`config.mk`:
```
export PLATFORM = sky130hd
export DESIGN_NAME = ram_arbiter
export DESIGN_NICKNAME = d
export VERILOG_FILES = /design/src/rtl/ram_arbiter_pkg.sv /design/src/rtl/ram_arbiter_rr_arb2.sv /design/src/rtl/ram_arbiter.sv
export SDC_FILE = /design/constraint.sdc
export NUM_CORES = 1
export LEC_CHECK = 0
export ABC_CLOCK_PERIOD_IN_PS = 1800
export CAP_MARGIN = 15
export CORE_MARGIN = 10
export CORE_UTILIZATION = 21
export DETAILED_ROUTE_END_ITERATION = 16
export GPL_ROUTABILITY_DRIVEN = 0
export PLACE_DENSITY_LB_ADDON = 0.3
export SYNTH_ARGS = -nofsm -noshare
export SYNTH_HDL_FRONTEND = slang
export SYNTH_SLANG_ARGS = --single-unit
```
`constraint.sdc`:
```
create_clock -name clk -period 1.8 [get_ports clk]
set_input_delay 0.36 -clock clk [delete_from_list [all_inputs] [get_ports clk]]
set_output_delay 0.36 -clock clk [all_outputs]
set_load 0.05 [all_outputs]
```
`src/rtl/ram_arbiter_pkg.sv`:
```
`default_nettype none
// ============================================================================
//  Module   : ram_arbiter_pkg
//  Purpose  : Shared types and constants for the two-port RAM arbiter:
//             FSM state encoding and requester-index constants.
//  Config   : RAM_ARB_LOCK_EN (lock states are only used when defined)
//  Revision : 1.0 - initial release
// ============================================================================
package ram_arbiter_pkg;

    // Arbiter FSM states: free arbitration, or ownership held by one requester
    typedef enum logic [1:0] {
        ARB   = 2'd0,
        LOCK0 = 2'd1,
        LOCK1 = 2'd2
    } arb_state_t;

    // Requester indices, also used as the round-robin pointer encoding
    localparam logic REQ_IDX0 = 1'b0;
    localparam logic REQ_IDX1 = 1'b1;

    // Index of the requester that is not idx
    function automatic logic other_idx(input logic idx);
        return ~idx;
    endfunction

endpackage
`default_nettype wire

```
`src/rtl/ram_arbiter_rr_arb2.sv`:
```
`default_nettype none
// ============================================================================
//  Module   : rr_arb2
//  Purpose  : Two-way round-robin arbiter. Combinational grant; a single
//             priority pointer favours the requester not granted most
//             recently. Pointer resets to favour requester 0.
//  Config   : none (RAM_ARB_LOCK_EN is handled by the parent)
//  Revision : 1.0 - initial release
// ============================================================================
module rr_arb2
    import ram_arbiter_pkg::*;
(
    input  logic clk,
    input  logic rst,
    input  logic req0,
    input  logic req1,
    output logic gnt0,
    output logic gnt1
);

    logic prio;
    logic winner;

    // Grant: sole requester wins, contention resolved by the pointer
    always_comb begin
        gnt0   = req0 & (~req1 | (prio == REQ_IDX0));
        gnt1   = req1 & ~gnt0;
        winner = gnt1 ? REQ_IDX1 : REQ_IDX0;
    end

    // Pointer moves to the loser after every grant
    always_ff @(posedge clk) begin
        if (rst) begin
            prio <= REQ_IDX0;
        end else if (gnt0 | gnt1) begin
            prio <= other_idx(winner);
        end
    end

endmodule
`default_nettype wire

```
`src/rtl/ram_arbiter.sv`:
```
`default_nettype none
// ============================================================================
//  Module   : ram_arbiter
//  Purpose  : Arbitrates two requesters onto a single-port-style RAM with
//             separate read/write strobes. Combinational grant, 1-cycle
//             read return, optional lock (bounded ownership) feature.
//  Config   : RAM_ARB_LOCK_EN - when defined, lock0/lock1 are honoured and
//             the LOCK0/LOCK1 states with hold counter are built; when
//             undefined the arbiter is pure round-robin and the lock inputs
//             are ignored.
//  Revision : 1.0 - initial release
// ============================================================================
module ram_arbiter
    import ram_arbiter_pkg::*;
#(
    parameter int AWIDTH   = 8,
    parameter int DWIDTH   = 16,
    parameter int LOCK_MAX = 4
) (
    input  logic              clk,
    input  logic              rst,
    input  logic              req0,
    input  logic              req1,
    input  logic              we0,
    input  logic              we1,
    input  logic [AWIDTH-1:0] addr0,
    input  logic [AWIDTH-1:0] addr1,
    input  logic [DWIDTH-1:0] wdata0,
    input  logic [DWIDTH-1:0] wdata1,
    input  logic              lock0,
    input  logic              lock1,
    output logic              gnt0,
    output logic              gnt1,
    output logic              rvalid0,
    output logic              rvalid1,
    output logic [DWIDTH-1:0] rdata0,
    output logic [DWIDTH-1:0] rdata1,
    output logic              ram_rd,
    output logic              ram_wr,
    output logic [AWIDTH-1:0] ram_raddr,
    output logic [AWIDTH-1:0] ram_waddr,
    output logic [DWIDTH-1:0] ram_wdata,
    input  logic [DWIDTH-1:0] ram_rdata
);

    logic allow0;
    logic allow1;
    logic arb_req0;
    logic arb_req1;
    logic pend0;
    logic pend1;

`ifdef RAM_ARB_LOCK_EN
    localparam int CNT_W = $clog2(LOCK_MAX + 1);

    arb_state_t       state;
    logic [CNT_W-1:0] hold_cnt;
    logic [CNT_W-1:0] hold_inc;

    // Saturating next value of the hold counter, and per-state stall masks
    always_comb begin
        hold_inc = (hold_cnt == CNT_W'(LOCK_MAX)) ? hold_cnt : hold_cnt + CNT_W'(1);
        allow0   = (state != LOCK1);
        allow1   = (state != LOCK0);
    end

    // Lock FSM: enter on a locked grant, leave on unlock, idle owner or hold limit
    always_ff @(posedge clk) begin
        if (rst) begin
            state    <= ARB;
            hold_cnt <= '0;
        end else begin
            case (state)
                ARB: begin
                    if (gnt0 && lock0 && (LOCK_MAX > 1)) begin
                        state    <= LOCK0;
                        hold_cnt <= CNT_W'(1);
                    end else if (gnt1 && lock1 && (LOCK_MAX > 1)) begin
                        state    <= LOCK1;
                        hold_cnt <= CNT_W'(1);
                    end else begin
                        hold_cnt <= '0;
                    end
                end
                LOCK0: begin
                    if (!req0) begin
                        state    <= ARB;
                        hold_cnt <= '0;
                    end else if (gnt0) begin
                        hold_cnt <= hold_inc;
                        if (!lock0 || (hold_inc == CNT_W'(LOCK_MAX))) begin
                            state <= ARB;
                        end
                    end
                end
                LOCK1: begin
                    if (!req1) begin
                        state    <= ARB;
                        hold_cnt <= '0;
                    end else if (gnt1) begin
                        hold_cnt <= hold_inc;
                        if (!lock1 || (hold_inc == CNT_W'(LOCK_MAX))) begin
                            state <= ARB;
                        end
                    end
                end
                default: begin
                    state    <= ARB;
                    hold_cnt <= '0;
                end
            endcase
        end
    end
`else
    logic unused_lock;

    // Without the lock feature both requesters always compete
    always_comb begin
        allow0      = 1'b1;
        allow1      = 1'b1;
        unused_lock = lock0 | lock1;
    end
`endif

    // Requests seen by the arbiter: masked by lock ownership and by reset
    always_comb begin
        arb_req0 = req0 & allow0 & ~rst;
        arb_req1 = req1 & allow1 & ~rst;
    end

    rr_arb2 u_rr_arb2 (
        .clk  (clk),
        .rst  (rst),
        .req0 (arb_req0),
        .req1 (arb_req1),
        .gnt0 (gnt0),
        .gnt1 (gnt1)
    );

    // Steer the winning requester onto the RAM strobes; idle bus is all zero
    always_comb begin
        ram_rd    = 1'b0;
        ram_wr    = 1'b0;
        ram_raddr = '0;
        ram_waddr = '0;
        ram_wdata = '0;
        if (gnt0) begin
            if (we0) begin
                ram_wr    = 1'b1;
                ram_waddr = addr0;
                ram_wdata = wdata0;
            end else begin
                ram_rd    = 1'b1;
                ram_raddr = addr0;
            end
        end else if (gnt1) begin
            if (we1) begin
                ram_wr    = 1'b1;
                ram_waddr = addr1;
                ram_wdata = wdata1;
            end else begin
                ram_rd    = 1'b1;
                ram_raddr = addr1;
            end
        end
    end

    // Remember who issued a read so the data return is tagged next cycle
    always_ff @(posedge clk) begin
        if (rst) begin
            pend0 <= 1'b0;
            pend1 <= 1'b0;
        end else begin
            pend0 <= gnt0 & ~we0;
            pend1 <= gnt1 & ~we1;
        end
    end

    // Reset suppresses a return that was in flight when reset arrived
    always_comb begin
        rvalid0 = pend0 & ~rst;
        rvalid1 = pend1 & ~rst;
        rdata0  = ram_rdata;
        rdata1  = ram_rdata;
    end

endmodule
`default_nettype wire

```
# Word-level counts from Yosys, hierarchy flattened
# Cells that the tools add are included.
# classes
n_mux	21
bitwise	17
# ops
operator	n
16-bit two-way mux	4
8-bit two-way mux	8
1-bit two-way mux	9
1-bit bitwise AND	8
1-bit NOT	7
1-bit bitwise OR	2
# totals
reg_bits	3
input_bits	72
output_inout_bits	70
elab_cells	41

# Logic depth before layout (Yosys ltp)
# Gate-level depths: netlist of the first run.
# depth
ltp_word	9
ltp_mapped	4

# Cells and area by module
# A second synthesis of the first run with hierarchy kept.
# hier_totals
cells_unflattened	135
area_unflattened_um2	988.4
# by_module_without_submodules
module	n_inst	cells_each	area_each_um2	seq_area_each_um2
ram_arbiter	1	129	929.6	40.0
rr_arb2	1	6	58.8	20.0

# Worst setup path after synthesis of the first run
# OpenSTA, ideal clock, no wires.
# synth_timing
path_type	input-to-output
start	input port req0
end	output port gnt0
t_arrival_ns	1.653
setup_slack_ns	-0.213
cell_stages	2
n_path_buf	0
path_cell_list	inv_1 -> a211oi_1
# synth_between
elab_chain_cells	2
# synth_lines
element	line_no	text
start: declaration	ram_arbiter.sv:22	input logic req0,
1-bit bitwise AND	ram_arbiter.sv:127	arb_req0 = req0 & allow0 & ~rst;
1-bit bitwise AND	ram_arbiter_rr_arb2.sv:26	gnt0 = req0 & (~req1 | (prio == REQ_IDX0));
end: declaration	ram_arbiter.sv:32	output logic gnt0,
# Every way passes these cells.

# Final worst setup path of the first run
# layout_timing
start	register u_rr_arb2.prio
end	output port ram_wr
# layout_between
elab_chain_cells	7
# layout_lines
element	line_no	text
start: declaration	ram_arbiter_rr_arb2.sv:21	logic prio;
start signal: assignment	ram_arbiter_rr_arb2.sv:36	prio <= other_idx(winner);
1-bit NOT (*)	ram_arbiter_rr_arb2.sv:26	
1-bit bitwise OR (*)	ram_arbiter_rr_arb2.sv:26	
1-bit bitwise AND (*)	ram_arbiter_rr_arb2.sv:26	
1-bit NOT	ram_arbiter_rr_arb2.sv:27	gnt1 = req1 & ~gnt0;
1-bit bitwise AND	ram_arbiter_rr_arb2.sv:27	
1-bit two-way mux	ram_arbiter.sv:156	end else if (gnt1) begin
1-bit two-way mux (*)	ram_arbiter.sv:147	if (gnt0) begin
end: declaration	ram_arbiter.sv:39	output logic ram_wr,
# Every way passes the cells marked *; elsewhere a longest branch is shown, timed or not.

==> run_results.csv, run 1 <==
group,metric,value,unit
synth,syn_nets,160,
setup_path,critPathCaptureType,"output port",
setup_path,crit_path_frequent_cell,"buf_12",
finish,drive_gt1_share,65.68,%
setup_path,cpPeakStageDelay,350,ps
synth,synth.top_cell.area_share,29.68,%
setup_path,r2r_cells,3,
floorplanning,ioPinCount,142,
routing,drc,0,
global_route,grt_overflow,0,
status,violations,"setup timing",
power_and_ir_drop,p_seq_share,7.9,%
synth,synth_top_area_cell,"buf_4",
sta,drv_slew,0,
setup_path,worstPathRequired,1440,ps
global_route,grt_max_degree,13,
power_and_ir_drop,combPwrFrac,71.3,%
hold_path,worst_hold_path_type,"in -> reg",
synth,synth_area_leaders,"buf_4 30%, a22o_2 19%, a22o_1 18%",
floorplanning,dieArea,6738,µm²
clock_network,cts-root-buf,"clkbuf_8",
clock_network,cts_sinks,3,
sta,setup_tns,-3839,ps
synth,ys_seq_area_share,7.419,%
floorplanning,dieWidth,82.09,µm
power_and_ir_drop,power.density,373.7,nW/µm²
sta,fin_crit_sh,108.1,%
synth,synth-seq-cells,3,
power_and_ir_drop,p_switching,339.6,µW
power_and_ir_drop,peakVddDrop,598.4,µV
power_and_ir_drop,internal_power,583.3,µW
setup_path,startpoint,"u_rr_arb2.prio$_SDFFE_PP0P_",
place,dp.final_hpwl,3.595,mm
setup_path,rrSetupSlack,680,ps
sta,skew,0.4953,ps
setup_path,crit_chain,"buf_12 -> nor2b_4 -> nor3b_4 -> buf_6 -> buf_12 -> or2_4 -> buf_12",
synth,syn_avg_cell_area,9.199,µm²
clock_network,clkLatencyLatePin,210,ps
sta,setup_viol_count_final,34,
global_route,grt_pass1_wl,8.004,mm
global_route,grt_pass1_vias,1223,
global_route,antenna_found_initial,0,
floorplanning,start_util,21.95,%
power_and_ir_drop,cellLeakagePower,1.084,nW
clock_network,clk_pin_slew,30,ps
floorplanning,coreArea,3689,µm²
clock_network,cts_tree,"done",
setup_path,endpoint,"ram_wr",
setup_path,crit_path_start_kind,"register",
clock_network,clockBufferDepth,2,
routing,vias_per_cell,4.806,
job,drv_cap,0,
synth,yosysWarnings,0,
finish,fin_nets,242,
finish,final_util,66.96,%
routing,wirelength,5.248,mm
power_and_ir_drop,sw_frac_of_total,36.79,%
sta,worst_pin_slew,326.0,ps
place,port-buffer-count,91,
routing,wl_per_cell,24.18,µm
sta,min_period,1945,ps
routing,via_count,1043,
finish,syn_to_final_growth,205.1,%
setup_path,crit_type,"reg -> out",
synth,netlist_area,809.5,µm²
global_route,grt_usage,15.78,%
synth,synth_cells,88,
clock_network,hold_buffers,0,
sta,max_clock_freq,514.1,MHz
finish,fill_cells,259,
sta,setup_ws,-145.1,ps
clock_network,cts_buffers,3,
sta,rsz0062_at_grt,"yes",
status,outcome,"finished, violations left",
finish,n_antenna_cell,0,
routing,postRouteAntennaNets,0,
floorplanning,rows,22,
setup_path,r2r_end,"pend0$_SDFF_PP0_",
setup_path,critical-path-slowest-cell,"dfxtp_4",
routing,first_iter_violations,20,
clock_network,cts_htree_levels,1,
routing,firstDrtPassIters,4,
setup_path,cp.arrival,1590,ps
setup_path,path_max_fanout,7,
floorplanning,die_h,82.09,µm
setup_path,reg2reg_from,"u_rr_arb2.prio$_SDFFE_PP0P_",
power_and_ir_drop,pwr-share-clk,20.8,%
sta,fin_hold_ws,516.5,ps
synth,ys_types,17,
sta,max_slew_margin,78.27,%
sta,finalHoldViolations,0,
[what timing repair did]
item,4_1_cts,5_1_grt
gates resized for setup,73,1
cloned,6,0
hold endpoints to repair,0,0
pin swaps,31,6
buffers inserted,10,2
endpoints found under the setup margin,36,34
[cells in the final DEF, fill, tap and decap left out, types with 3 or more instances in the layout]
cell type        instances
buf_6                    8
a22o_4                  32
buf_4                    8
clkdlybuf4s50_1         48
buf_2                    3
clkbuf_8                 3
buf_12                  43
[synthesized netlist by cell type]
master and number:
and2b_1 1, a21oi_1 1, buf_4 32, a2111oi_4 2, or2_2 2, nor2_1 2, inv_1 3, a22o_1 17
nor2b_2 1, a22o_2 15, a211oi_1 1, dfxtp_1 3, nand2b_2 1, buf_6 4, nor3_4 1, nor2b_1 1
nor3b_4 1
[worst min-delay path by stage]
stage / startpoint / cells past startpoint / endpoint / slack [ps]
after floorplan: rst / 1 / u_rr_arb2.prio$_SDFFE_PP0P_ / 430
after global placement: u_rr_arb2.prio$_SDFFE_PP0P_ / 2 / u_rr_arb2.prio$_SDFFE_PP0P_ / 650
after detailed placement: u_rr_arb2.prio$_SDFFE_PP0P_ / 2 / u_rr_arb2.prio$_SDFFE_PP0P_ / 690
after CTS: rst / 4 / u_rr_arb2.prio$_SDFFE_PP0P_ / 520
after global routing: rst / 4 / u_rr_arb2.prio$_SDFFE_PP0P_ / 530
final: rst / 4 / u_rr_arb2.prio$_SDFFE_PP0P_ / 520
[power by group through the flow]
stage          Sequential (mW)  Clock, mW  Combinational (mW)
2_1_floorplan           0.0750          0               0.414
3_3_place_gp            0.0754          0               0.553
3_5_place_dp            0.0757          0               0.562
4_1_cts                 0.0752      0.196               0.670
5_1_grt                 0.0736      0.205               0.686
6_report                0.0733      0.192               0.658
[metrics by stage]
step           setup slack, ps  area [µm²]  instances  power (mW)
3_5_place_dp            -524.5        2014        201      0.6373
2_1_floorplan            16.31       835.8         88      0.4888
5_1_grt                 -200.5        2470        217      0.9650
4_1_cts                 -122.2        2564        221      0.9412
6_report                -145.1        2470        217      0.9229
3_3_place_gp            -478.1        2014        201      0.6287
[critical path, delay by kind of cell (launching register included)]
kind	cells	cell delay [ps]
buffers and inverters	4	550
flip-flops	1	350
AND/OR/NAND/NOR	3	470
[area by class of cell]
type | count | area, µm² | share of cell area (%)
repair buffers | 113 | 1558 | 63.07
inverters | 3 | 13.76 | 0.5572
clock buffers | 4 | 45.04 | 1.824
flip-flops and latches | 3 | 63.81 | 2.584
well taps | 48 | 60.06 | 2.432
multi-input cells | 46 | 729.5 | 29.53
[metal layers]
layer	track usage, %	up-vias	part of all wire, %
li1	-	469	-
met1	15.59	511	34
met3	6.332	3	9.8
met2	31.11	60	56
met4	1.190	0	0.15
met5	0	-	0
[cell families (layout without fill, tap and decap cells)]
| group | Yosys count | in the layout | share of synthesized area, % |
|---|---|---|---|
| simple gates | 10 | 10 | 10.67 |
| flops | 3 | 3 | 7.419 |
| buf+inv | 39 | 120 | 36.63 |
| compound gates | 36 | 36 | 45.28 |
[flip-flops by register name, indices dropped and copies added, names as in the netlist]
name            count
pend0               1
pend1               1
u_rr_arb2.prio      1
No activity file was read; power rests on OpenSTA's default activity.
==> run 2: changes to the inputs <==
--- a/config.mk
+++ b/config.mk
@@ -7,7 +7,7 @@
 export LEC_CHECK = 0
 export ABC_CLOCK_PERIOD_IN_PS = 1800
 export CAP_MARGIN = 15
-export CORE_MARGIN = 10
+export CORE_MARGIN = 5
 export CORE_UTILIZATION = 21
 export DETAILED_ROUTE_END_ITERATION = 16
 export GPL_ROUTABILITY_DRIVEN = 0
==> run 2 against run 1 <==
The flow still finishes with violations (setup timing); sequential power is 2% higher; worst hold slack got worse by 3.2 ps; flip-flop and latch count is the same; non-clock buffer count grew 1; first-iteration DRC count down 25%; critical path depth down 2; setup slack gained 14 ps; routed wire length is 15% lower; register-to-register slack about the same; via count is 2.6% lower; largest power group unchanged.
==> run_results.csv, run 2 (synthesis results as in run 1) <==
group,metric,value,unit
status,outcome,"finished, violations left",
status,violations,"setup timing",
clock_network,clk_pin_slew,30,ps
setup_path,crit_path_start_kind,"register",
routing,drc,0,
clock_network,clockBufferDepth,2,
sta,fin_crit_sh,107.3,%
global_route,grt_max_degree,14,
finish,largestRegisters,"pend0: 1 flops, pend1: 1 flops, u_rr_arb2.prio: 1 flops",
finish,final_cell_mix,"48 x clkdlybuf4s50_1, 41 x buf_12, 32 x a22o_4",
routing,first_iter_violations,15,
finish,drive_gt1_share,65.88,%
sta,worst_pin_slew,301.0,ps
global_route,antenna_found_initial,0,
routing,wl_per_cell,20.55,µm
routing,postRouteAntennaNets,0,
finish,layout_commonest_cell,"clkdlybuf4s50_1",
global_route,grt_overflow,0,
setup_path,cpPeakStageDelay,370,ps
sta,max_slew_margin,79.93,%
power_and_ir_drop,cellLeakagePower,1.081,nW
sta,max_clock_freq,517.7,MHz
sta,min_period,1932,ps
clock_network,cts_htree_levels,1,
sta,drv_slew,0,
clock_network,cts_buffers,3,
finish,n_antenna_cell,0,
routing,top_layer_used,"met4",
setup_path,crit_chain,"a2111oi_4 -> buf_4 -> buf_8 -> a22o_4 -> buf_12",
clock_network,clkLatencyLatePin,210,ps
sta,setup_viol_count_final,34,
place,dp.final_hpwl,3.268,mm
clock_network,cts_sinks,3,
setup_path,cp.arrival,1570,ps
finish,fin_nets,243,
floorplanning,ioPinCount,142,
global_route,grt_pass1_vias,1235,
setup_path,worstPathRequired,1440,ps
setup_path,crit_type,"reg -> out",
sta,rsz0062_at_grt,"yes",
routing,via_count,1016,
job,drv_cap,0,
floorplanning,coreArea,3689,µm²
finish,syn_to_final_growth,202.0,%
place,port-buffer-count,91,
routing,wirelength,4.480,mm
routing,wl_met3,460,µm
clock_network,cts-root-buf,"clkbuf_8",
power_and_ir_drop,p_total,911.9,µW
setup_path,critical-path-slowest-cell,"a2111oi_4",
floorplanning,start_util,21.95,%
routing,met2WireLength,2.534,mm
floorplanning,rows,22,
routing,vias_per_cell,4.661,
sta,finalHoldViolations,0,
sta,setup_ws,-131.6,ps
routing,firstDrtPassIters,3,
hold_path,worst_hold_path_type,"in -> reg",
floorplanning,dieArea,5196,µm²
floorplanning,dieWidth,72.09,µm
power_and_ir_drop,power.density,373.0,nW/µm²
power_and_ir_drop,peakVddDrop,279.1,µV
routing,drt-met1-wl,1.440,mm
global_route,grt_pass1_wl,6.858,mm
floorplanning,die_h,72.09,µm
global_route,grt_usage,17.24,%
setup_path,critPathCaptureType,"output port",
sta,skew,1.353,ps
clock_network,hold_buffers,0,
sta,setup_tns,-3520,ps
clock_network,cts_tree,"done",
setup_path,path_max_fanout,7,
-- run 2: area by class of cell --
cell class / count / area, µm²
Timing Repair Buffer: 114 / 1535
Fill cell: 269 / 1244
Multi-Input combinational cell: 46 / 729.5
Sequential cell: 3 / 63.81
Tap cell: 48 / 60.06
Clock buffer: 4 / 45.04
Inverter: 3 / 11.26
-- run 2: worst paths after layout --
kind / start / endpoint / slack (ps) / cells past startpoint
setup / recovery: u_rr_arb2.prio$_SDFFE_PP0P_ / ram_waddr[1] / -130 / 5
hold / removal: rst / pend1$_SDFF_PP0_ / 510 / 3
setup reg to reg: u_rr_arb2.prio$_SDFFE_PP0P_ / pend0$_SDFF_PP0_ / 690 / 3
hold reg to reg: u_rr_arb2.prio$_SDFFE_PP0P_ / u_rr_arb2.prio$_SDFFE_PP0P_ / 570 / 2
-- run 2: power breakdown --
part / switching, mW / internal (mW)
sequential: 0.00423 / 0.0701
combinational: 0.288 / 0.355
clock: 0.0428 / 0.151
total: 0.336 / 0.576
-- run 2: per-stage QoR --
step | worst slack (ps) | hold slack (ps) | instance area (µm²) | std cells | util (%)
after floorplan | 16.31 | 432.4 | 835.8 | 88 | -
after global placement | -451.4 | 660.5 | 2009 | 202 | 54.48
after detailed placement | -493.5 | 661.5 | 2009 | 202 | 54.48
after CTS | -121.1 | 515.4 | 2521 | 221 | 68.35
after global routing | -174.5 | 536.7 | 2445 | 218 | 66.28
final | -131.6 | 513.3 | 2445 | 218 | 66.28
-- run 2: per-layer routing --
metal | track usage [%] | vias up
met5 | 0 | -
met1 | 17.12 | 474
met4 | 5.846 | 0
met3 | 5.817 | 8
li1 | - | 469
met2 | 32.96 | 65
-- run 2: worst max-delay path: cells and delay by family (launching register included) --
kind / cells / cell delay (ps)
buffers and inverters: 3 / 470
flip-flops: 1 / 360
AO/OA/AOI/OAI: 2 / 520
-- run 2: what timing repair did --
item | CTS | global route
endpoints found under the hold margin | 0 | 0
pin swaps | 33 | 7
buffers inserted | 11 | 1
resized for setup | 62 | 4
cloned | 4 | 0
endpoints found under the setup margin | 36 | 34
==> run 3: changes to the inputs <==
--- a/config.mk
+++ b/config.mk
@@ -5,10 +5,11 @@
 export SDC_FILE = /design/constraint.sdc
 export NUM_CORES = 1
 export LEC_CHECK = 0
+export ABC_AREA = 1
 export ABC_CLOCK_PERIOD_IN_PS = 1800
 export CAP_MARGIN = 15
 export CORE_MARGIN = 5
-export CORE_UTILIZATION = 21
+export CORE_UTILIZATION = 23
 export DETAILED_ROUTE_END_ITERATION = 16
 export GPL_ROUTABILITY_DRIVEN = 0
 export PLACE_DENSITY_LB_ADDON = 0.3
==> run 3 against run 2 <==
The flow now finishes without violations; area after synthesis rose by 58%; first-iteration DRC count rose to 3.1 times the previous value; register-to-register slack improved by 160 ps; fmax grew 11%; sequential power fell by 2%; final cell count increased by 77%; highest routed layer unchanged; die area is 38% higher; non-clock buffer count increased by 3; clock-buffer cell count unchanged.
==> run_results.csv, run 3 <==
group,metric,value,unit
status,outcome,"complete, no violations",
finish,final_cell_mix,"48 x clkdlybuf4s50_1, 42 x nand2_1, 41 x inv_1",
floorplanning,ioPinCount,142,
clock_network,cts_buffers,3,
sta,drv_slew,0,
global_route,grt_max_degree,19,
synth,post-synth-top-count-cell,"nand2_1",
routing,wirelength,5.571,mm
sta,finalHoldViolations,0,
floorplanning,rows,27,
power_and_ir_drop,internal_power,576.8,µW
routing,vias_per_cell,4.600,
synth,ys_types,17,
routing,wl_per_cell,14.47,µm
clock_network,cts_htree_levels,1,
sta,setup_tns,0,ps
sta,max_slew_margin,85.76,%
setup_path,cp.arrival,1390,ps
synth,synth-main-ff-cell,"dfxtp_1",
power_and_ir_drop,peakVddDrop,217.7,µV
synth,synth_edf_count,0,
synth,ys_seq_area_share,4.683,%
sta,setup_viol_count_final,0,
routing,top_layer_used,"met4",
hold_path,worstHoldStart,"u_rr_arb2.prio$_SDFFE_PP0P_",
clock_network,hold_buffers,0,
floorplanning,coreArea,5473,µm²
setup_path,critical-path-slowest-cell,"nor2_4",
floorplanning,dieArea,7169,µm²
routing,drt-met1-wl,2.235,mm
synth,synth_cells,240,
routing,met2WireLength,2.769,mm
finish,multi_input_area,808.3,µm²
finish,syn_to_final_growth,115.8,%
place,port-buffer-count,91,
setup_path,startpoint,"rst",
clock_network,clockBufferDepth,2,
setup_path,path_max_fanout,9,
setup_path,reg2reg_from,"u_rr_arb2.prio$_SDFFE_PP0P_",
synth,yosys-mux-area-fraction,0,%
global_route,grt_overflow,0,
floorplanning,dieWidth,84.67,µm
place,pre_cts_slack,-428.6,ps
synth,synth-seq-cells,3,
setup_path,critPathCaptureType,"output port",
global_route,grt_usage,13.91,%
routing,first_iter_violations,47,
synth,syn_avg_cell_area,5.344,µm²
synth,synth-simple-area-share,53.46,%
power_and_ir_drop,sw_frac_of_total,40.90,%
power_and_ir_drop,cellLeakagePower,1.427,nW
synth,synth.cells.most_frequent,"59 x nand2_1, 42 x inv_1, 38 x buf_4, 36 x nand3_1, 32 x nand4_1",
global_route,grt_pass1_wl,8.286,mm
setup_path,cpPeakStageDelay,170,ps
routing,via_count,1771,
finish,fill_cells,561,
clock_network,cts-root-buf,"clkbuf_8",
synth,synth_area_leaders,"buf_4 22%, nand2_1 17%, nand4_1 16%",
synth,synth_top_family_by_area,"simple AND/OR/NAND/NOR gates",
routing,postRouteAntennaNets,0,
sta,min_period,1748,ps
sta,worst_pin_slew,212.8,ps
clock_network,cts_sinks,3,
synth,synth_top_area_cell,"buf_4",
sta,fin_crit_sh,97.11,%
floorplanning,die_h,84.67,µm
power_and_ir_drop,p_seq_share,7.5,%
job,drv_cap,0,
clock_network,clk_pin_slew,30,ps
routing,wl_met3,461,µm
setup_path,crit_chain,"buf_2 -> buf_4 -> nor2_4 -> buf_12 -> buf_8 -> nand3_1 -> nand2_1 -> buf_6",
synth,netlist_area,1282,µm²
routing,firstDrtPassIters,4,
global_route,grt_pass1_vias,1764,
synth,synthAdderAreaFrac,0,%
place,dp.final_hpwl,3.658,mm
sta,setup_ws,52.09,ps
hold_path,worst_hold_path_type,"reg -> reg",
synth,async_reset_ff_share,0,%
finish,layout_commonest_cell,"clkdlybuf4s50_1",
finish,area.sequential,60.06,µm²
setup_path,worstPathRequired,1440,ps
power_and_ir_drop,p_total,976.0,µW
sta,max_clock_freq,572.1,MHz
routing,drc,0,
power_and_ir_drop,combPwrFrac,72.7,%
synth,syn_nets,312,
synth,yosysWarnings,0,
sta,skew,1.555,ps
synth,synth_compound_area_share,0.7805,%
finish,largestRegisters,"pend0: 1 flops, pend1: 1 flops, u_rr_arb2.prio: 1 flops",
global_route,antenna_found_initial,0,
setup_path,crit_path_start_kind,"primary input",
finish,n_antenna_cell,0,
power_and_ir_drop,pwr-share-clk,19.8,%
finish,fin_nets,386,
sta,rsz0062_at_grt,"no",
clock_network,cts_tree,"done",
setup_path,crit_type,"in -> out",
power_and_ir_drop,p_switching,399.2,µW
floorplanning,start_util,23.43,%
clock_network,clkLatencyLatePin,210,ps
power_and_ir_drop,power.density,352.6,nW/µm²
synth,synth.top_cell.area_share,22.24,%
synth,synth_xor_area_share,0,%
finish,drive_gt1_share,30.99,%
run 3: cell count changes after synthesis, sizes merged, moves of 2 or more:
cell / before / now
a22o: 32 / 0
or2: 2 / 0
inv: 3 / 42
nor2: 2 / 12
buf: 36 / 48
nand4: 0 / 32
a2111oi: 2 / 0
nand2: 0 / 60
nor2b: 2 / 0
nand3: 0 / 37
clkbuf: 0 / 3
run 3: worst paths after layout:
kind                                                     to  cells past startpoint  slack, ps
worst max-delay path                           ram_raddr[2]                      8         50
worst min-delay path            u_rr_arb2.prio$_SDFFE_PP0P_                      1        500
worst max register to register             pend1$_SDFF_PP0_                      5        850
worst min register to register  u_rr_arb2.prio$_SDFFE_PP0P_                      1        500
run 3: final cells by class:
type / count / area share (%)
well taps: 72 / 3.255
multi-input cells: 146 / 29.20
inverters: 43 / 5.832
flip-flops and latches: 3 / 2.170
clock buffers: 4 / 1.627
repair buffers: 117 / 57.91
run 3: kinds of logic after synthesis:
family	after synthesis
AND/OR/NAND/NOR	141
buffers and inverters	94
flip-flops	3
AO/OA/AOI/OAI	2
run 3: metal layers:
layer,track usage [%],up-vias
met2,24.34,79
met1,15.73,785
met3,3.729,17
met5,0,-
li1,-,890
met4,6.043,0
run 3: power by group through the flow:
stage	clock (mW)	sequential, mW	combinational [mW]
after detailed placement	0	0.0739	0.612
after global placement	0	0.0736	0.611
final	0.193	0.0730	0.710
after CTS	0.199	0.0729	0.690
after global routing	0.209	0.0734	0.748
after floorplan	0	0.0735	0.482
run 3: through the flow:
| step | cell area [µm²] | std cells | utilization (%) | hold slack [ps] |
|---|---|---|---|---|
| 6_report | 2768 | 385 | 50.57 | 503.8 |
| 5_1_grt | 2768 | 385 | 50.57 | 557.8 |
| 4_1_cts | 2660 | 380 | 48.61 | 505.2 |
| 3_5_place_dp | 2328 | 366 | 42.55 | 501.4 |
| 3_3_place_gp | 2328 | 366 | 42.55 | 482.5 |
| 2_1_floorplan | 1282 | 240 | - | 463.6 |
run 3: repair_timing:
item / 4_1_cts / 5_1_grt
gates resized for setup: 51 / 10
pin swaps: 9 / 5
gates cloned: 5 / 3
setup buffers: 5 / 2
setup endpoints to repair: 36 / 28
run 3: worst max-delay path: cells and delay by family:
kind / cells / cell delay (ps)
buf+inv: 5 / 670
simple gates: 3 / 350
